[src/rtl/spi_pkg.sv]
// rtl/spi_pkg.sv - shared types and constants for the SPI register controller
`timescale 1ns/1ps
package spi_pkg;

    typedef enum logic [2:0] {
        ST_IDLE  = 3'd0,
        ST_CMD   = 3'd1,
        ST_WDATA = 3'd2,
        ST_RDATA = 3'd3,
        ST_ERR   = 3'd4
    } state_t;

    localparam int         CMD_WR_BIT = 7;
    localparam logic [6:0] ID_ADDR    = 7'h7F;
    localparam logic [7:0] ERR_BYTE   = 8'hFF;

    // Increment that sticks at all-ones instead of wrapping.
    function automatic logic [7:0] sat_inc8(input logic [7:0] v);
        return (v == 8'hFF) ? v : v + 8'd1;
    endfunction

endpackage

[src/rtl/spi_reg_ctrl_if.sv]
// rtl/spi_reg_ctrl_if.sv - byte-level link between the SPI shifter and the controller
`timescale 1ns/1ps
interface spi_reg_ctrl_if;

    logic       cs_active;
    logic [7:0] rx_byte;
    logic       rx_valid;
    logic [7:0] tx_byte;
    logic       tx_load;

    // Shifter side: delivers received bytes, accepts the next byte to send.
    modport master (
        output cs_active,
        output rx_byte,
        output rx_valid,
        input  tx_byte,
        input  tx_load
    );

    // Controller side.
    modport slave (
        input  cs_active,
        input  rx_byte,
        input  rx_valid,
        output tx_byte,
        output tx_load
    );

endinterface

[src/rtl/spi_regfile.sv]
// rtl/spi_regfile.sv - NUM_REGS x 8 register storage with one write and one read port
`timescale 1ns/1ps
module spi_regfile #(
    parameter int NUM_REGS = 8,
    parameter int ADDR_W   = 3
) (
    input  logic                  clk,
    input  logic                  rst_n,
    input  logic                  we,
    input  logic [ADDR_W-1:0]     waddr,
    input  logic [7:0]            wdata,
    input  logic [ADDR_W-1:0]     raddr,
    output logic [7:0]            rdata,
    output logic [NUM_REGS*8-1:0] regs_flat
);

    logic [7:0] mem [NUM_REGS];

    // Storage: cleared on reset, single write per cycle.
    always_ff @(posedge clk or negedge rst_n) begin
        if (!rst_n) begin
            for (int i = 0; i < NUM_REGS; i++) begin
                mem[i] <= 8'h00;
            end
        end else if (we) begin
            mem[waddr] <= wdata;
        end
    end

    assign rdata = mem[raddr];

    for (genvar g = 0; g < NUM_REGS; g++) begin : g_flat
        assign regs_flat[8*g +: 8] = mem[g];
    end

endmodule

[src/rtl/spi_reg_ctrl.sv]
// rtl/spi_reg_ctrl.sv - SPI frame parser driving burst register writes and reads
`timescale 1ns/1ps
module spi_reg_ctrl
    import spi_pkg::*;
#(
    parameter int         NUM_REGS = 8,
    parameter int         ADDR_W   = 3,
    parameter logic [7:0] ID_VALUE = 8'h5A,
    parameter int         AUTO_INC = 1
) (
    input  logic                  clk,
    input  logic                  rst_n,
    spi_reg_ctrl_if.slave         bus,
    output logic [NUM_REGS*8-1:0] regs_flat,
    output logic                  wr_strobe,
    output logic [ADDR_W-1:0]     wr_addr,
    output logic [7:0]            err_cnt,
    output logic [7:0]            frame_cnt
);

    state_t            state_q, state_d;
    logic [ADDR_W-1:0] addr_q, addr_d;
    logic              id_mode_q, id_mode_d;
    logic [7:0]        tx_q;
    logic [7:0]        tx_next;
    logic              load;
    logic              we;
    logic              err_inc;
    logic              frame_inc;

    logic [6:0]        cmd_addr;
    logic              cmd_wr;
    logic              in_range;
    logic [ADDR_W-1:0] addr_inc;
    logic [ADDR_W-1:0] raddr;
    logic [7:0]        rdata;

    assign cmd_addr = bus.rx_byte[6:0];
    assign cmd_wr   = bus.rx_byte[CMD_WR_BIT];
    assign in_range = (cmd_addr < 7'(NUM_REGS));
    assign addr_inc = (AUTO_INC != 0) ? addr_q + ADDR_W'(1) : addr_q;

    // While decoding the command the read port looks at the commanded
    // address; during a read burst it looks one step ahead.
    assign raddr = (state_q == ST_CMD) ? cmd_addr[ADDR_W-1:0] : addr_inc;

    spi_regfile #(
        .NUM_REGS (NUM_REGS),
        .ADDR_W   (ADDR_W)
    ) u_regfile (
        .clk       (clk),
        .rst_n     (rst_n),
        .we        (we),
        .waddr     (addr_q),
        .wdata     (bus.rx_byte),
        .raddr     (raddr),
        .rdata     (rdata),
        .regs_flat (regs_flat)
    );

    // Next-state, address and strobe decode.
    always_comb begin
        state_d   = state_q;
        addr_d    = addr_q;
        id_mode_d = id_mode_q;
        tx_next   = tx_q;
        load      = 1'b0;
        we        = 1'b0;
        err_inc   = 1'b0;
        frame_inc = 1'b0;
        case (state_q)
            ST_IDLE: begin
                if (bus.cs_active) begin
                    state_d   = ST_CMD;
                    id_mode_d = 1'b0;
                    load      = 1'b1;
                    tx_next   = ID_VALUE;
                end
            end
            ST_CMD: begin
                if (!bus.cs_active) begin
                    state_d = ST_IDLE;
                end else if (bus.rx_valid) begin
                    if (cmd_wr && in_range) begin
                        state_d = ST_WDATA;
                        addr_d  = cmd_addr[ADDR_W-1:0];
                    end else if (!cmd_wr && in_range) begin
                        state_d = ST_RDATA;
                        addr_d  = cmd_addr[ADDR_W-1:0];
                        load    = 1'b1;
                        tx_next = rdata;
                    end else if (!cmd_wr && cmd_addr == ID_ADDR) begin
                        state_d   = ST_RDATA;
                        id_mode_d = 1'b1;
                        load      = 1'b1;
                        tx_next   = ID_VALUE;
                    end else begin
                        state_d = ST_ERR;
                        load    = 1'b1;
                        tx_next = ERR_BYTE;
                        err_inc = 1'b1;
                    end
                end
            end
            ST_WDATA: begin
                // A byte arriving with the falling chip select still commits.
                if (bus.rx_valid) begin
                    we     = 1'b1;
                    addr_d = addr_inc;
                end
                if (!bus.cs_active) begin
                    state_d   = ST_IDLE;
                    frame_inc = 1'b1;
                end
            end
            ST_RDATA: begin
                if (bus.rx_valid) begin
                    if (!id_mode_q) begin
                        addr_d = addr_inc;
                    end
                    if (bus.cs_active) begin
                        load    = 1'b1;
                        tx_next = id_mode_q ? ID_VALUE : rdata;
                    end
                end
                if (!bus.cs_active) begin
                    state_d   = ST_IDLE;
                    frame_inc = 1'b1;
                end
            end
            ST_ERR: begin
                if (!bus.cs_active) begin
                    state_d = ST_IDLE;
                end
            end
            default: begin
                state_d = ST_IDLE;
            end
        endcase
    end

    // The load pulse is masked during reset so outputs sit at their reset values.
    assign bus.tx_load = load & rst_n;
    assign bus.tx_byte = bus.tx_load ? tx_next : tx_q;
    assign wr_strobe   = we;
    assign wr_addr     = addr_q;

    // State, address, held transmit byte and frame counters.
    always_ff @(posedge clk or negedge rst_n) begin
        if (!rst_n) begin
            state_q   <= ST_IDLE;
            addr_q    <= '0;
            id_mode_q <= 1'b0;
            tx_q      <= ID_VALUE;
            err_cnt   <= 8'h00;
            frame_cnt <= 8'h00;
        end else begin
            state_q   <= state_d;
            addr_q    <= addr_d;
            id_mode_q <= id_mode_d;
            if (load) begin
                tx_q <= tx_next;
            end
            if (err_inc) begin
                err_cnt <= sat_inc8(err_cnt);
            end
            if (frame_inc) begin
                frame_cnt <= frame_cnt + 8'd1;
            end
        end
    end

endmodule

[src/flat_wrapper.sv]
// flat-port wrapper written by rule: the top's interface ports become plain ports
module spi_reg_ctrl_flat import spi_pkg::*;
#(
    parameter int         NUM_REGS = 8,
    parameter int         ADDR_W   = 3,
    parameter logic [7:0] ID_VALUE = 8'h5A,
    parameter int         AUTO_INC = 1
)
  (clk, rst_n, regs_flat, wr_strobe, wr_addr, err_cnt, frame_cnt, bus_cs_active, bus_rx_byte, bus_rx_valid, bus_tx_byte, bus_tx_load);
  spi_reg_ctrl_if bus_i ();
  input  logic clk;
  input  logic rst_n;
  output logic [NUM_REGS*8-1:0] regs_flat;
  output logic wr_strobe;
  output logic [ADDR_W-1:0] wr_addr;
  output logic [7:0] err_cnt;
  output logic [7:0] frame_cnt;
  input wire logic [$bits(bus_i.cs_active)-1:0] bus_cs_active;
  input wire logic [$bits(bus_i.rx_byte)-1:0] bus_rx_byte;
  input wire logic [$bits(bus_i.rx_valid)-1:0] bus_rx_valid;
  output wire logic [$bits(bus_i.tx_byte)-1:0] bus_tx_byte;
  output wire logic [$bits(bus_i.tx_load)-1:0] bus_tx_load;
  assign bus_i.cs_active = bus_cs_active;
  assign bus_i.rx_byte = bus_rx_byte;
  assign bus_i.rx_valid = bus_rx_valid;
  assign bus_tx_byte = bus_i.tx_byte;
  assign bus_tx_load = bus_i.tx_load;
  spi_reg_ctrl #(.NUM_REGS(NUM_REGS), .ADDR_W(ADDR_W), .ID_VALUE(ID_VALUE), .AUTO_INC(AUTO_INC)) u_core (.clk(clk), .rst_n(rst_n), .bus(bus_i), .regs_flat(regs_flat), .wr_strobe(wr_strobe), .wr_addr(wr_addr), .err_cnt(err_cnt), .frame_cnt(frame_cnt));
endmodule
[config.mk]
export PLATFORM = sky130hd
export DESIGN_NAME = spi_reg_ctrl_flat
export DESIGN_NICKNAME = d
export VERILOG_FILES = /design/src/rtl/spi_pkg.sv /design/src/rtl/spi_reg_ctrl_if.sv /design/src/rtl/spi_regfile.sv /design/src/rtl/spi_reg_ctrl.sv /design/src/flat_wrapper.sv
export SDC_FILE = /design/constraint.sdc
export NUM_CORES = 1
export LEC_CHECK = 0
export CORE_MARGIN = 4
export CORE_UTILIZATION = 35
export DETAILED_ROUTE_END_ITERATION = 8
export GPL_ROUTABILITY_DRIVEN = 0
export PLACE_DENSITY = 0.63
export SYNTH_ARGS = -nofsm -noshare
export SYNTH_HDL_FRONTEND = slang
export SYNTH_SLANG_ARGS = --single-unit
[constraint.sdc]
create_clock -name clk -period 5.1 [get_ports clk]
set_clock_uncertainty 0.1 [all_clocks]
set_input_delay 0.765 -clock clk [delete_from_list [all_inputs] [get_ports clk]]
set_output_delay 0.765 -clock clk [all_outputs]
set_load 0.05 [all_outputs]
Word-level counts from Yosys, hierarchy flattened

Index checks and enable logic that the tools add are counted.
W data, S select, Z words.

Flip-flop bits (word level): 95
Bits of input ports: 12
Output and inout port bits: 93
Word-level logic and storage cells: 114

Bitwise operators: 4
Add/sub/neg operators: 3
Mux-type cells: 57
Reductions and logical operators: 14
Equal/unequal tests: 18
Magnitude comparators: 4

Operators with widths:

| kind                  | number |
|---|---|
| $mux W8               | 13 |
| $bwmux W64            | 1 |
| $mux W3               | 15 |
| $bmux W8 S3           | 1 |
| $demux W8 S3          | 1 |
| $pmux W8 S3           | 1 |
| $mux W1               | 21 |
| $ne A2 B2 Y1 const B  | 10 |
| $pmux W3 S3           | 2 |
| $add A8 B1 Y8 const B | 2 |
| $reduce_and A7 Y1     | 2 |
| $eq A8 B8 Y1 const B  | 1 |
| $ge A4 B4 Y1 const B  | 2 |
| $not A3 Y4            | 2 |
| $eq A7 B7 Y1 const B  | 1 |
| $lt A7 B4 Y1 const B  | 1 |
| $eq A3 B2 Y1 const B  | 2 |
| $ne A3 B3 Y1 const B  | 2 |
| $logic_and A1 B1 Y1   | 4 |
| $lt A4 B1 Y1 const B  | 1 |
| $add A3 B1 Y3 const B | 1 |
| $eq A3 B1 Y1 const B  | 1 |
| $eq A3 B3 Y1 const B  | 1 |
| $logic_not A3 Y1      | 1 |
| 11 further kinds      | 11 |

Depth between registers and ports, before layout

Gate-level depths: netlist of the first run.

Depth in word-level cells: 12
Depth in mapped cells: 10
Depth with buffers taken out: 7

Modules after synthesis

From an unflattened synthesis of the first run, not the netlist that was laid out.

Cell total of the unflattened synthesis: 375
Area total of the unflattened synthesis: 4840.9 um^2

Modules (own cells, without submodules):

| module       | times used | cells each | sequential area each (um^2) | area each (um^2) |
|---|---|---|---|---|
| spi_regfile  | 1          | 172        | 1601.5                      | 2992.9 |
| spi_reg_ctrl | 1          | 203        | 780.7                       | 1848.0 |

Worst setup path before layout of the first run

OpenSTA, ideal clock, no wires.

Kind: input to output
Start point: in bus_rx_byte[0]
End point: out bus_tx_byte[5]
Path buffers: 2
Arrival time: 3559 ps
Stages on the path: 8
Data required time: 4235 ps
Slack: 676 ps
Cell sequence: clkbuf_1 nor4b_1 a21oi_4 buf_12 mux2i_1 a22oi_1 nand3_1 a221oi_1

Word-level cells in the longest chain between the ends: 11
Elaborated cells between the ends (all ways): 25
Those cells by class: order compare: 1; eq/ne: 1; mux: 18; bitwise: 2; reduce/logical: 3

RTL lines:

| what                                        | RTL line            | source |
|---|---|---|
| start, declared                             | flat_wrapper.sv:19  | `input wire logic [$bits(bus_i.rx_byte)-1:0] bus_rx_byte;` |
| $mux W3                                     | spi_reg_ctrl.sv:45  | `assign raddr = (state_q == ST_CMD) ? cmd_addr[ADDR_W-1:0] : addr_inc;` |
| $not A3 Y4 (implied by the code)            | spi_regfile.sv:30   | `assign rdata = mem[raddr];` |
| $bmux W8 S3                                 | spi_regfile.sv:30   |  |
| $mux W8 (implied by the code) (2 in series) | spi_regfile.sv:30   |  |
| $mux W8                                     | spi_reg_ctrl.sv:87  | `end else if (!cmd_wr && in_range) begin` |
| $mux W8                                     | spi_reg_ctrl.sv:84  | `if (cmd_wr && in_range) begin` |
| $mux W8                                     | spi_reg_ctrl.sv:83  | `end else if (bus.rx_valid) begin` |
| $mux W8                                     | spi_reg_ctrl.sv:81  | `if (!bus.cs_active) begin` |
| $pmux W8 S3                                 | spi_reg_ctrl.sv:71  | `case (state_q)` |
| $mux W8 *                                   | spi_reg_ctrl.sv:144 | `assign bus.tx_byte = bus.tx_load ? tx_next : tx_q;` |
| end, declared                               | flat_wrapper.sv:21  | `output wire logic [$bits(bus_i.tx_byte)-1:0] bus_tx_byte;` |

Mark *: on every way between the ends. The rest lies on a longest branch, timed or not. The select of a mux whose other input is x is not followed.

Worst setup path in the final report of the first run

Start point: in bus_rx_byte[3]
End point: out bus_tx_byte[5]

Word-level cells in the longest chain between the ends: 9
Elaborated cells between the ends (all ways): 17
Those cells by class: order compare: 1; eq/ne: 1; mux: 11; bitwise: 1; reduce/logical: 3

RTL lines:

| what                                                 | RTL line |
|---|---|
| branches (longest 8 deep; another with $lt A7 B4 Y1) | n/a |
| $mux W8 *                                            | spi_reg_ctrl.sv:144 |

Every way passes the cells marked *.

==> metrics.csv, run 1 <==
metric,value,unit
status,completed,
Worst Max-Slew Pin Slew,0.906,ns
FF-to-FF path depth,5,
worst setup margin,0.433,ns
Mapped Area,5330,sq um
worst r2r src,u_core.state_q[1],
peak supply drop,0.000166,V
TNS Setup,0,ns
io pins,105,
Overall Global Routing Usage,0.181,
initial antenna violation count,0,
library cells used by synthesis,63,
Fin. Hold Viols,0,
period utilization,0.915,
"area leader, netlist",dfrtp_1,
Setup crit start,bus_rx_byte[3],
Routed Antenna Nets,0,
CTS buffer count,9,
Clock Pin Slew Worst Setup and Hold Paths,0.07,ns
CTS tree,yes,
die area,17300,sq um
post-synth top area share,0.427,
crit path max fanout,13,
Clock Latency Late Sink,0.35,ns
routed len/inst,20.0,um
CP arrival,3.80,ns
Vias/cell,5.72,
async set-reset flop share out of synthesis,1.00,
Vias,4458,
starting density of the core,0.362,
dpl cells,764,
"Setup Fix Bufs, Post-CTS",0,
Fillers,1377,
fraction of layout cells with a size suffix above 1,0.203,
DRC,0,
worst reg2reg endpoint,u_core.u_regfile.regs_flat[20],
ys flop type,dfrtp_1,
first-pass iteration count of the detailed router,5,
Slew Limit Fails,0,
Hold Buf Count CTS,0,
slowest cell on the critical path,or4_1,
clock sinks,95,
final net count,606,
Layout Cells excl Fill,780,
Post-synth EDFFs,0,
core area,14700,sq um
most frequent cell after synthesis,dfrtp_1,
#FFs+latches synth,95,
Iter 0 DRT Violations,379,
fin crit period,4.67,ns
first-pass GRT wire length,25200,um
sequential share of the synthesized area,0.447,
die height,131,um
CTS Buffer Depth,2,
normalized max-slew margin,0.391,
PortBufs,104,
PD cells,335,nW/um^2
syn avg cell area,10.7,sq um
root buf cell,clkbuf_16,
commonest cells in the netlist,"dfrtp_1, mux2_2, mux2i_1, nand2_1",
Fmax,0.214,GHz
total power,2.29,mW
Worst Setup EP,bus_tx_byte[5],
"Remaining Overflow, GRT",0,
Setup CP Type,in -> out,
maxcap violations,0,
hpwl dp,11200,um
main area contributors after synthesis,"dfrtp_1, mux2_2, mux2i_1",
CP required,4.24,ns
yosys warns,0,
worst hold path type,in -> async,
worst reg2reg setup slack,1.87,ns
CP Launch Type,primary input,
FP Rows,44,
Leak,3.00,nW
Die Wd,131,um
pin count of the biggest net entering global routing,67,
area grow syn2layout,28.7,%
hold slack,0.235,ns
vias in the first global route,4487,
Post-Route WL,15600,um
pre-CTS setup slack,0.461,ns
CP cell instances,clkdlybuf4s50_1 -> or4_1 -> nor3b_1 -> o21ai_0 -> nand3_1 -> nor2_1 -> a221oi_1 -> buf_12,
RSZ-0062 raised after global routing,no,
# setup viols final,0,
Worst Setup End Kind,output pin,
Post-Synthesis Cells,497,
cts repair resizes,0,
"Largest stage delay, worst path",0.80,ns
Synthesized Nets,512,
htree depth,3,
Ant. Diodes,0,
==> area by class of cell <==
cell class,instances,area [sq um],share of cell area
Multi-Input combinational cell,356,2720,0.397
Sequential cell,95,2380,0.347
Timing Repair Buffer,117,1180,0.172
Tap cell,184,230,0.0336
Clock buffer,10,229,0.0334
Clock inverter,6,70.1,0.0102
Inverter,12,45.0,0.00657
==> worst max-delay path: cells and delay by family <==
kind                   cells  cell delay [ns]
and+or+nand+nor            4             1.68
buffers and inverters      2             0.79
AOI/OAI and AO/OA          2             0.56
==> through the flow <==
stage | area [sq um] | util
floorplan | 5330 | -
global placement | 6560 | 0.446
detailed placement | 6560 | 0.446
CTS | 6860 | 0.467
global route | 6860 | 0.467
finish | 6860 | 0.467
==> cells in the final DEF, fill, tap and decap left out, types with 6 or more instances in the layout <==
master | synthesis | layout
a21oi_1 | 19 | 19
dfrtp_1 | 91 | 91
xnor2_1 | 10 | 10
clkbuf_16 | 0 | 9
nor2_1 | 27 | 27
mux2i_1 | 34 | 34
nand4_1 | 9 | 9
o211ai_1 | 9 | 9
inv_1 | 11 | 11
nand3_1 | 20 | 20
buf_4 | 1 | 17
o21ai_0 | 27 | 27
mux2_2 | 70 | 70
nand2_1 | 31 | 31
clkdlybuf4s50_1 | 0 | 95
a211oi_1 | 6 | 6
==> state kept, by name, summed over array words and instances, names as in the netlist <==
signal	count
u_core.wr_addr	3
u_core.id_mode_q	1
u_core.err_cnt	8
u_core.state_q	3
u_core.u_regfile.regs_flat	64
u_core.tx_q	8
u_core.frame_cnt	8
==> kinds of logic (layout without fill, tap and decap cells) <==
logic type               Yosys count  in the layout  share of synthesized area
AO/OA/AOI/OAI                    102            102                      0.129
XOR/XNOR                          15             15                     0.0247
adder cells (fa/ha/maj)            3              3                    0.00705
buffers and inverters             46            145                     0.0418
flip-flops                        95             95                      0.447
multiplexers                     106            106                      0.220
AND/OR/NAND/NOR                  130            130                      0.130
==> where the power goes <==
part	leakage (nW)	switching [mW]	internal [mW]	total, mW
clock	0.147	0.311	0.384	0.695
combinational	1.58	0.464	0.265	0.728
sequential	1.28	0.0665	0.804	0.871
==> layer usage <==
metal,track usage,share of wire,vias to the layer above
li1,-,-,2033
met1,0.239,0.45,2230
met2,0.287,0.46,163
met3,0.0371,0.059,32
met4,0.0828,0.029,0
met5,0,0,-
==> worst min-delay path by stage <==
| stage | cells after the start | from | to |
|---|---|---|---|
| floorplan | 0 | rst_n | u_core.err_cnt[0] |
| global placement | 1 | u_core.frame_cnt[7] | u_core.frame_cnt[7] |
| detailed placement | 1 | u_core.frame_cnt[7] | u_core.frame_cnt[7] |
| CTS | 1 | rst_n | u_core.u_regfile.regs_flat[0] |
| global route | 1 | rst_n | u_core.u_regfile.regs_flat[8] |
| finish | 1 | rst_n | u_core.u_regfile.regs_flat[0] |
Power figures use the tool's default switching activity.
==> run 2, diff against run 1 <==
--- a/config.mk
+++ b/config.mk
@@ -6,10 +6,12 @@
 export NUM_CORES = 1
 export LEC_CHECK = 0
 export CORE_MARGIN = 4
-export CORE_UTILIZATION = 35
+export CORE_UTILIZATION = 56
 export DETAILED_ROUTE_END_ITERATION = 8
 export GPL_ROUTABILITY_DRIVEN = 0
-export PLACE_DENSITY = 0.63
+export PLACE_DENSITY = 0.91
+export SETUP_SLACK_MARGIN = 0.05
 export SYNTH_ARGS = -nofsm -noshare
 export SYNTH_HDL_FRONTEND = slang
 export SYNTH_SLANG_ARGS = --single-unit
+export TNS_END_PERCENT = 5
==> run 2 against run 1 <==
  * Utilization is 25 points higher
  * First-iteration DRC count is 41% higher
  * Via count is 3.4% higher
  * Critical path depth is 1 lower
  * Wire length is 1.7% lower
  * Cell area is 2.8% lower
  * Non-clock buffer count is 3 lower
  * Setup slack worse by 0.20 ns
  * Worst hold slack worse by 0.15 ns
==> metrics.csv, run 2 (synthesized netlist as in run 1, its figures left out) <==
metric,value,unit,change
Overall Global Routing Usage,0.282,,+0.102
pin count of the biggest net entering global routing,88,,+31%
# setup viols final,0,,unchanged
Hold Buf Count CTS,0,,unchanged
Final Util,0.721,,+0.255
"commonest non-fill, non-tap cell in the layout",clkdlybuf4s50_1,,
CP arrival,4.00,ns,+0.20 ns
die area,11100,sq um,-35%
vias in the first global route,4718,,+5.1%
CTS Buffer Depth,2,,unchanged
pre-CTS setup slack,0.555,ns,+0.0935 ns
PD cells,315,nW/um^2,-5.8%
routed len/inst,21.2,um,+6.2%
CTS buffer count,9,,unchanged
Top delay family on crit path,compound AO/OA/AOI/OAI gates,,
Worst Setup End Kind,output pin,,
Iter 0 DRT Violations,534,,+41%
"Largest stage delay, worst path",0.89,ns,+0.09 ns
Fillers,639,,-54%
worst hold path type,in -> async,,
CP Launch Type,flip-flop,,
area grow syn2layout,25.1,%,
Clock Pin Slew Worst Setup and Hold Paths,0.10,ns,+0.03 ns
Ant. Diodes,0,,unchanged
crit path max fanout,20,,+7
Crit path buffers/inverters,1,,-1
first-pass GRT wire length,25000,um,-0.68%
core area,9240,sq um,-37%
CP required,4.24,ns,about the same
clock sinks,95,,unchanged
"Setup Fix Bufs, Post-CTS",0,,unchanged
TNS Setup,0,ns,unchanged
normalized max-slew margin,0.275,,-0.115
worst setup margin,0.235,ns,-0.198 ns
hpwl dp,10700,um,-5.0%
Leak,2.94,nW,-2.0%
fin crit period,4.87,ns,+0.198 ns
die height,106,um,-20%
initial antenna violation count,0,,unchanged
"Remaining Overflow, GRT",0,,unchanged
Die Wd,106,um,-20%
Clock Latency Late Sink,0.38,ns,+0.03 ns
period utilization,0.954,,+0.0389
RSZ-0062 raised after global routing,no,,
DRC,0,,unchanged
Worst Max-Slew Pin Slew,1.09,ns,+0.181 ns
Vias/cell,6.38,,+12%
cts repair resizes,0,,unchanged
final net count,603,,-0.50%
starting density of the core,0.577,,+0.214
slowest cell on the critical path,a21oi_1,,
max reg flops,64,,unchanged
FP Rows,35,,-20%
peak supply drop,0.000168,V,+1.3%
status,completed,,
first-pass iteration count of the detailed router,8,,+3
io pins,105,,unchanged
Fmax,0.206,GHz,-4.1%
fraction of layout cells with a size suffix above 1,0.201,,-0.00235
htree depth,3,,unchanged
"commonest non-fill, non-tap cells in the layout","clkdlybuf4s50_1, dfrtp_1, mux2_2, mux2i_1, nand2_1",,
CP cell instances,or3b_1 -> a21oi_1 -> nor2_1 -> a22oi_1 -> nand3_1 -> a221oi_1 -> buf_12,,
maxcap violations,0,,unchanged
CTS tree,yes,,
Fin. Hold Viols,0,,unchanged
Setup CP Type,reg -> out,,
root buf cell,clkbuf_8,,
Routed Antenna Nets,0,,unchanged
PortBufs,104,,unchanged
Slew Limit Fails,0,,unchanged
Post-Route WL,15300,um,-1.7%
Vias,4608,,+3.4%
-- run 2: final timing paths --
check	from	to	slack, ns	cells past startpoint
worst max-delay path	u_core.state_q[0]	bus_tx_byte[7]	0.23	7
worst min-delay path	rst_n	u_core.frame_cnt[3]	0.09	1
worst max register to register	u_core.state_q[1]	u_core.u_regfile.regs_flat[22]	1.71	5
worst min register to register	u_core.frame_cnt[7]	u_core.frame_cnt[7]	0.37	1
max in group asynchronous	rst_n	u_core.u_regfile.regs_flat[27]	3.52	2
min in group clk	u_core.frame_cnt[7]	u_core.frame_cnt[7]	0.37	1
-- run 2: metal layers --
metal | GRT usage | vias up | wire [um]
met5 | 0 | - | 0
met4 | 0.143 | 0 | 614
met3 | 0.0570 | 58 | 1270
met2 | 0.447 | 286 | 7190
met1 | 0.369 | 2232 | 6240
li1 | - | 2032 | -
-- run 2: worst register-to-register path, stage by stage (launching register included) --
cell and delay (ns):
dfrtp_1 0.72, nand2b_1 0.36, nor3_1 0.53, nand2b_1 0.29, nor3b_2 0.86, mux2_2 0.43
-- run 2: stage by stage --
step | power (mW) | cells | hold slack [ns] | area, sq um
after global routing | 2.18 | 722 | 0.0964 | 6670
after global placement | 1.57 | 706 | 0.360 | 6470
after CTS | 2.09 | 722 | 0.0928 | 6670
after floorplan | 1.36 | 497 | 0.369 | 5330
final | 2.10 | 722 | 0.0884 | 6670
after detailed placement | 1.60 | 706 | 0.374 | 6470
-- run 2: cell type report --
| type | count | area, sq um | area share |
|---|---|---|---|
| clock buffer | 10 | 138 | 0.0206 |
| clock inverter | 6 | 61.3 | 0.00920 |
| multi-input combinational | 356 | 2720 | 0.408 |
| inverter | 12 | 45.0 | 0.00676 |
| tap | 129 | 161 | 0.0242 |
| sequential | 95 | 2380 | 0.357 |
| timing repair buffer | 114 | 1160 | 0.173 |
-- run 2: report_power, final --
| group | switching, mW | leakage (nW) | internal (mW) |
|---|---|---|---|
| clock network | 0.301 | 0.100 | 0.205 |
| registers | 0.0701 | 1.28 | 0.804 |
| logic | 0.460 | 1.56 | 0.260 |
==> run 3, diff against run 2 <==
--- a/config.mk
+++ b/config.mk
@@ -9,6 +9,7 @@
 export CORE_UTILIZATION = 56
 export DETAILED_ROUTE_END_ITERATION = 8
 export GPL_ROUTABILITY_DRIVEN = 0
+export MAX_ROUTING_LAYER = met4
 export PLACE_DENSITY = 0.91
 export SETUP_SLACK_MARGIN = 0.05
 export SYNTH_ARGS = -nofsm -noshare
==> run 3 against run 2 <==
  * Setup slack worse by 0.0035 ns
  * Clock power about the same
  * Sequential power about the same
  * Critical endpoint unchanged
  * Critical path depth unchanged
  * Combinational power about the same
  * Register-to-register slack worse by 0.04 ns
  * Die area unchanged
  * Sequential cell count unchanged
  * Total power down 0.13%
  * Sequential share of layout area unchanged
  * Critical path type unchanged
  * Wire length about the same
  * Largest cell class unchanged
  * Via count up 1.4%
==> metrics.csv, run 3 (synthesized netlist as in run 1, its figures left out) <==
metric,value,unit,change
status,completed,,
DR WL met3,1080,um,-15%
# setup viols final,0,,unchanged
cts repair resizes,0,,unchanged
Routed Antenna Nets,0,,unchanged
CP required,4.24,ns,about the same
Vias/cell,6.47,,+1.4%
"Setup Fix Bufs, Post-CTS",0,,unchanged
first-pass iteration count of the detailed router,6,,-2
FF-to-FF path depth,5,,unchanged
core area,9240,sq um,unchanged
Worst Max-Slew Pin Slew,1.09,ns,+0.00193 ns
Fin. Hold Viols,0,,unchanged
worst reg2reg endpoint,u_core.u_regfile.regs_flat[22],,
Fillers,639,,unchanged
CTS tree,yes,,
vias in the first global route,4721,,+0.064%
CTS buffer count,9,,unchanged
Slew Limit Fails,0,,unchanged
worst hold path type,in -> async,,
PD cells,315,nW/um^2,-0.13%
io pins,105,,unchanged
TNS Setup,0,ns,unchanged
root buf cell,clkbuf_8,,
PortBufs,104,,unchanged
pre-CTS setup slack,0.555,ns,unchanged
initial antenna violation count,0,,unchanged
max reg flops,64,,unchanged
starting density of the core,0.577,,unchanged
CP arrival,4.00,ns,about the same
CP cell instances,or3b_1 -> a21oi_1 -> nor2_1 -> a22oi_1 -> nand3_1 -> a221oi_1 -> buf_12,,
Setup CP Type,reg -> out,,
fraction of layout cells with a size suffix above 1,0.201,,unchanged
RSZ-0062 raised after global routing,no,,
Vias,4671,,+1.4%
maxcap violations,0,,unchanged
Crit path buffers/inverters,1,,unchanged
peak supply drop,0.000170,V,+0.68%
Iter 0 DRT Violations,493,,-7.7%
dpl cells,706,,unchanged
worst reg2reg setup slack,1.67,ns,-0.04 ns
DRC,0,,unchanged
pin count of the biggest net entering global routing,88,,unchanged
first-pass GRT wire length,24900,um,-0.17%
"Remaining Overflow, GRT",0,,unchanged
fin crit period,4.87,ns,+0.00353 ns
Top delay family on crit path,compound AO/OA/AOI/OAI gates,,
crit path max fanout,20,,unchanged
"Largest stage delay, worst path",0.89,ns,about the same
total power,2.10,mW,-0.13%
"commonest non-fill, non-tap cells in the layout","clkdlybuf4s50_1, dfrtp_1, mux2_2, mux2i_1, nand2_1",,
area grow syn2layout,25.1,%,unchanged
metal2 WL,7290,um,+1.4%
period utilization,0.955,,about the same
CTS Buffer Depth,2,,unchanged
Layout Cells excl Fill,722,,unchanged
cell area after layout,6670,sq um,unchanged
die height,106,um,unchanged
hpwl dp,10700,um,unchanged
Post-Route WL,15300,um,about the same
Clock Pin Slew Worst Setup and Hold Paths,0.10,ns,about the same
Overall Global Routing Usage,0.290,,+0.00760
Leak,2.94,nW,unchanged
final net count,603,,unchanged
Ant. Diodes,0,,unchanged
dpl cell area,6470,sq um,unchanged
Die Wd,106,um,unchanged
slowest cell on the critical path,a21oi_1,,
routed len/inst,21.2,um,about the same
clock sinks,95,,unchanged
die area,11100,sq um,unchanged
htree depth,3,,unchanged
Clock Latency Late Sink,0.39,ns,about the same
worst setup margin,0.231,ns,-0.00353 ns
worst r2r src,u_core.state_q[1],,
Metal-1 WL,6310,um,+1.1%
Top Layer Used,met4,,
Worst Setup End Kind,output pin,,
CP Launch Type,flip-flop,,
Fmax,0.205,GHz,about the same
"commonest non-fill, non-tap cell in the layout",clkdlybuf4s50_1,,
Hold Buf Count CTS,0,,unchanged
FP Rows,35,,unchanged
normalized max-slew margin,0.274,,-0.00128
[run 3: cell counts in the layout (fill, tap and decap cells not counted)]
No cell type changed its count.
[run 3: where the power goes]
group	leakage [nW]	internal, mW	total [mW]	switching, mW
combinational	1.56	0.260	0.719	0.459
sequential	1.28	0.804	0.874	0.0703
clock	0.100	0.205	0.504	0.299
total	2.94	1.27	2.10	0.828
[run 3: metrics by stage]
step	util	hold WS (ns)
floorplan	-	0.369
global placement	0.700	0.360
detailed placement	0.700	0.374
CTS	0.721	0.0928
global route	0.721	0.0964
finish	0.721	0.0877
[run 3: how the worst max path moves through the flow]
stage / to / depth (start not counted) / slack, ns / startpoint
floorplan: bus_tx_byte[5] / 8 / 0.68 / bus_rx_byte[0]
global placement: bus_tx_load / 7 / 0.68 / bus_rx_byte[4]
detailed placement: bus_tx_byte[2] / 8 / 0.55 / bus_rx_byte[4]
CTS: bus_tx_byte[7] / 7 / 0.40 / u_core.state_q[0]
global route: bus_tx_byte[2] / 7 / 0.18 / u_core.state_q[0]
finish: bus_tx_byte[7] / 7 / 0.23 / u_core.state_q[0]
[run 3: layout make-up]
class	instances	area (sq um)	area share
inverter	12	45.0	0.00676
sequential	95	2380	0.357
multi-input combinational	356	2720	0.408
clock inverter	6	61.3	0.00920
tap	129	161	0.0242
clock buffer	10	138	0.0206
timing repair buffer	114	1160	0.173
[run 3: layer usage]
metal,GRT usage,vias to the layer above
met5,-,-
met4,0.145,0
met3,0.0508,69
met2,0.446,287
met1,0.372,2296
li1,-,2019
==> RTL change 1, RTL diff (flow settings as in run 1) <==
The 5 states of `state_t` get a one-hot encoding in 5 bits.
--- a/src/rtl/spi_pkg.sv
+++ b/src/rtl/spi_pkg.sv
@@ -3,10 +3,10 @@
 package spi_pkg;
 
-    typedef enum logic [2:0] {
-        ST_IDLE  = 3'd0,
-        ST_CMD   = 3'd1,
-        ST_WDATA = 3'd2,
-        ST_RDATA = 3'd3,
-        ST_ERR   = 3'd4
+    typedef enum logic [4:0] {
+        ST_IDLE  = 5'b00001,
+        ST_CMD   = 5'b00010,
+        ST_WDATA = 5'b00100,
+        ST_RDATA = 5'b01000,
+        ST_ERR   = 5'b10000
     } state_t;
 
Behaviour: same outputs for any inputs over 4 cycles, from zero or initial values and one cycle with rst_n low; so few cycles prove little.
==> RTL change 1 against run 1 <==
- combinational power fell by 12%
- setup slack improved by 140 ps
- power fell by 3.4%
- global-route usage rose by 1.5 points
- wire length rose by 13%
- area after synthesis rose by 7.2%
- cell count rose by 11%
- final area rose by 5.8%
- sequential cell count rose by 2
- worst hold slack improved by 79 ps
==> RTL change 1: results (changes against run 1) <==
| Metric | Value |
|---|---|
| Outcome | `complete, no violations` |
| CP max FO | `10 (-3)` |
| VDD IR-drop max | `0.1737 mV (+4.5%)` |
| Leakage power total | `0.003181 uW (+5.9%)` |
| Hpwl dp | `13.26 mm (+18%)` |
| Most frequent cells after synthesis | `dfrtp_1 (92), mux2_2 (69), nand2_1 (45)` |
| Post-Synth Adder-Cell Area | `0.006570 (-0.0004753)` |
| Largest net degree at the start of global routing | `51 (-24%)` |
| Area fraction in compound gates after synthesis | `0.1566 (+0.02789)` |
| Fraction of layout cells with a size suffix above 1 | `0.2062 (+0.003134)` |
| Global Route Usage Sum | `0.1955 (+0.01468)` |
| Worst Tran Pin Value | `1041 ps (+135.9 ps)` |
| DR iter-0 viols | `431 (+14%)` |
| Worst reg-to-reg setup slack | `1900 ps (+30 ps)` |
| Synthesized Nets | `566 (+11%)` |
| Global-route wire length before repair | `27.90 mm (+11%)` |
| Worst r2r src | `u_core.wr_addr[0]$_DFFE_PN0P_` |
| Synth area leaders | `dfrtp_1 (40%), mux2_2 (14%), mux2i_1 (4.6%)` |
| Nets@finish | `660 (+8.9%)` |
| RR Endpoint | `u_core.tx_q[6]$_DFFE_PN1N_` |
| Xor/xnor cell area share of the yosys netlist | `0.02453 (-0.0001303)` |
| FF-to-FF path depth | `7 (+2)` |
| Via count of the first global-routing pass | `4,841 (+7.9%)` |
| Via count | `4,903 (+10%)` |
| Post-synthesis sequential area ratio | `0.4260 (-0.02118)` |
| WL per Instance | `20.41 um (+2.2%)` |
==> RTL change 1: worst max path at each step <==
| stage | start | end | cells past startpoint |
|---|---|---|---|
| 3_3_place_gp | bus_rx_byte[3] | bus_tx_load | 7 |
| 3_5_place_dp | bus_rx_byte[4] | bus_tx_load | 7 |
| 4_1_cts | u_core.wr_addr[0]$_DFFE_PN0P_ | bus_tx_byte[4] | 9 |
| 2_1_floorplan | bus_rx_byte[3] | bus_tx_byte[2] | 7 |
| 5_1_grt | u_core.wr_addr[0]$_DFFE_PN0P_ | bus_tx_byte[6] | 8 |
| 6_report | u_core.wr_addr[0]$_DFFE_PN0P_ | bus_tx_byte[4] | 9 |
==> RTL change 1: cell type report <==
| cell class | instances | area, sq um |
|---|---|---|
| Fill cell | 1521 | 8690 |
| Tap cell | 216 | 270.3 |
| Inverter | 9 | 33.78 |
| Timing Repair Buffer | 118 | 1136 |
| Clock inverter | 7 | 76.32 |
| Multi-Input combinational cell | 410 | 3078 |
| Sequential cell | 97 | 2434 |
| Clock buffer | 9 | 225.2 |
==> RTL change 1: per-layer routing <==
layer  vias to the layer above  part of all wire  GRT usage
li1                       2238                 -          -
met1                      2465              0.46     0.2666
met2                       170              0.47     0.3086
met3                        30             0.043    0.03232
met4                         0             0.031    0.08175
met5                         -                 0          0
==> RTL change 1: worst max-delay path, stage by stage (launching register included) <==
cell and delay (ps):
dfrtp_1 620, ha_1 280, xor2_1 760, buf_4 320, mux2i_1 90, mux2i_1 280, o221ai_2 140, o22a_1 280
a21oi_1 270, buf_4 250
==> RTL change 1: power breakdown <==
part	total (uW)	switching [uW]	internal, uW
sequential	878	60.6	817
combinational	639	416	223
clock	701	316	385
==> RTL change 1: logic make-up after synthesis <==
family                   Yosys count
XOR/XNOR                          16
multiplexers                      97
AO/OA/AOI/OAI                    126
flip-flops                        97
adder cells (fa/ha/maj)            3
buffers and inverters             44
AND/OR/NAND/NOR                  168
==> RTL change 1: stage by stage <==
stage	cell area [sq um]	total power [uW]	hold WS [ps]	setup WS, ps	instances
after detailed placement	6952	1525	371.0	831.4	850
final	7253	2217	314.5	577.2	866
after global placement	6952	1508	363.2	867.2	850
after global routing	7253	2315	385.4	368.0	866
after CTS	7253	2229	353.1	598.5	866
after floorplan	5713	1319	369.4	941.1	551
==> RTL change 2, RTL diff (flow settings as in run 1) <==
Without the edit above. `AUTO_INC` is set to 1 in 2 places; all go to 0.
--- a/src/rtl/spi_reg_ctrl.sv
+++ b/src/rtl/spi_reg_ctrl.sv
@@ -7,5 +7,5 @@
     parameter int         ADDR_W   = 3,
     parameter logic [7:0] ID_VALUE = 8'h5A,
-    parameter int         AUTO_INC = 1
+    parameter int         AUTO_INC = 0
 ) (
     input  logic                  clk,
--- a/src/flat_wrapper.sv
+++ b/src/flat_wrapper.sv
@@ -5,5 +5,5 @@
     parameter int         ADDR_W   = 3,
     parameter logic [7:0] ID_VALUE = 8'h5A,
-    parameter int         AUTO_INC = 1
+    parameter int         AUTO_INC = 0
 )
   (clk, rst_n, regs_flat, wr_strobe, wr_addr, err_cnt, frame_cnt, bus_cs_active, bus_rx_byte, bus_rx_valid, bus_tx_byte, bus_tx_load);
Formal check against the unedited RTL: not equivalent (Yosys sat finds a counterexample within 4 cycles, from zero or initial values and one cycle with rst_n low).
==> RTL change 2 against run 1 <==
- core utilization fell by 0.098 points
- sequential cell count did not move
- synthesized cell count fell by 7.8%
- area after synthesis fell by 0.92%
- setup slack improved by 42 ps
- cell count fell by 4.7%
- power fell by 12%
- wire length fell by 1.3%
- die area fell by 0.86%
- fmax rose by 0.90%
- final area fell by 0.58%
- critical endpoint is now bus_tx_byte[0]
- largest cell class unchanged
- highest routed layer unchanged
==> RTL change 2: results (changes against run 1) <==
| Metric | Value |
|---|---|
| Via density per instance | `5.708 (-0.13%)` |
| CP max FO | `11 (-2)` |
| Worst reg-to-reg setup slack | `2020 ps (+150 ps)` |
| Nets@finish | `569 (-6.1%)` |
| Yosys cell types | `55 (-13%)` |
| Via count of the first global-routing pass | `4,273 (-4.8%)` |
| Hpwl dp | `11.00 mm (-2.2%)` |
| Initial antenna violation count | `0 (unchanged)` |
| Worst slew margin | `0.2432 (-0.1476)` |
| Crit path from | `bus_rx_byte[4]` |
| Max reg flops | `64 (unchanged)` |
| Global-route wire length before repair | `23.96 mm (-4.7%)` |
| Internal Power | `1363 uW (-6.2%)` |
| WL per Instance | `20.71 um (+3.7%)` |
| Post-synthesis sequential area ratio | `0.4513 (+0.004133)` |
| RR Endpoint | `u_core.tx_q[1]$_DFFE_PN1N_` |
| Fraction of layout cells with a size suffix above 1 | `0.2504 (+0.04743)` |
| Leakage power total | `0.002969 uW (-1.1%)` |
| Synthesized Nets | `472 (-7.8%)` |
| Crit path to | `bus_tx_byte[0]` |
| DR iter-0 viols | `296 (-22%)` |
| Global Route Usage Sum | `0.1838 (+0.002995)` |
| Outcome | `complete, no violations` |
| CTS max path bufs | `2 (unchanged)` |
| Most frequent cells after synthesis | `dfrtp_1 (91), mux2_2 (76), nand2_1 (33)` |
RTL change 2: per-stage QoR:
stage	hold slack, ps	instances	worst slack, ps	instance area [sq um]	total power (uW)
floorplan	369.4	458	903.7	5279	1160
global placement	362.9	728	565.4	6515	1320
detailed placement	400.5	728	496.3	6515	1327
CTS	226.0	743	476.1	6818	2034
global route	243.3	743	317.9	6818	2097
finish	219.8	743	475.0	6818	2017
RTL change 2: critical path, stage by stage:
cell	delay, ps
clkdlybuf4s50_1	590
or4_1	720
nor3_1	240
nand2b_1	140
a21o_1	220
nor2_1	70
a21oi_1	170
clkdlybuf4s50_1	840
RTL change 2: worst min path at each step:
stage	startpoint	to	slack (ps)	cells after the start
floorplan	rst_n	u_core.err_cnt[0]$_DFFE_PN0P_	370	0
global placement	u_core.frame_cnt[7]$_DFFE_PN0P_	u_core.frame_cnt[7]$_DFFE_PN0P_	360	1
detailed placement	u_core.err_cnt[5]$_DFFE_PN0P_	u_core.err_cnt[5]$_DFFE_PN0P_	400	1
CTS	rst_n	u_core.frame_cnt[3]$_DFFE_PN0P_	230	1
global route	rst_n	u_core.tx_q[5]$_DFFE_PN0N_	240	1
finish	rst_n	u_core.frame_cnt[1]$_DFFE_PN0P_	220	1
RTL change 2: kinds of logic after synthesis:
family	after synthesis	share of synthesized area
multiplexers	113	0.2797
AO/OA/AOI/OAI	86	0.1014
buffers and inverters	38	0.03176
XOR/XNOR	14	0.02323
adder cells (fa/ha/maj)	2	0.004740
AND/OR/NAND/NOR	110	0.1078
flip-flops	95	0.4513
RTL change 2: layout make-up:
class / instances / area [sq um]
Clock buffer: 10 / 239.0
Sequential cell: 95 / 2382
Fill cell: 1394 / 7826
Clock inverter: 5 / 63.81
Inverter: 6 / 22.52
Timing Repair Buffer: 118 / 1151
Tap cell: 184 / 230.2
Multi-Input combinational cell: 325 / 2729
RTL change 2: per-layer routing:
layer | GRT usage | up-vias | wire length [um]
met4 | 0.05082 | 0 | 219
met5 | 0 | - | 0
li1 | - | 1901 | -
met3 | 0.04919 | 18 | 820
met2 | 0.2996 | 147 | 7620
met1 | 0.2427 | 2175 | 6724
RTL change 2: power by group through the flow:
stage / logic, uW / registers (uW) / clock network [uW]
2_1_floorplan: 223 / 937 / 0
3_3_place_gp: 461 / 859 / 0
3_5_place_dp: 466 / 861 / 0
4_1_cts: 467 / 847 / 719
5_1_grt: 497 / 853 / 748
6_report: 466 / 846 / 705
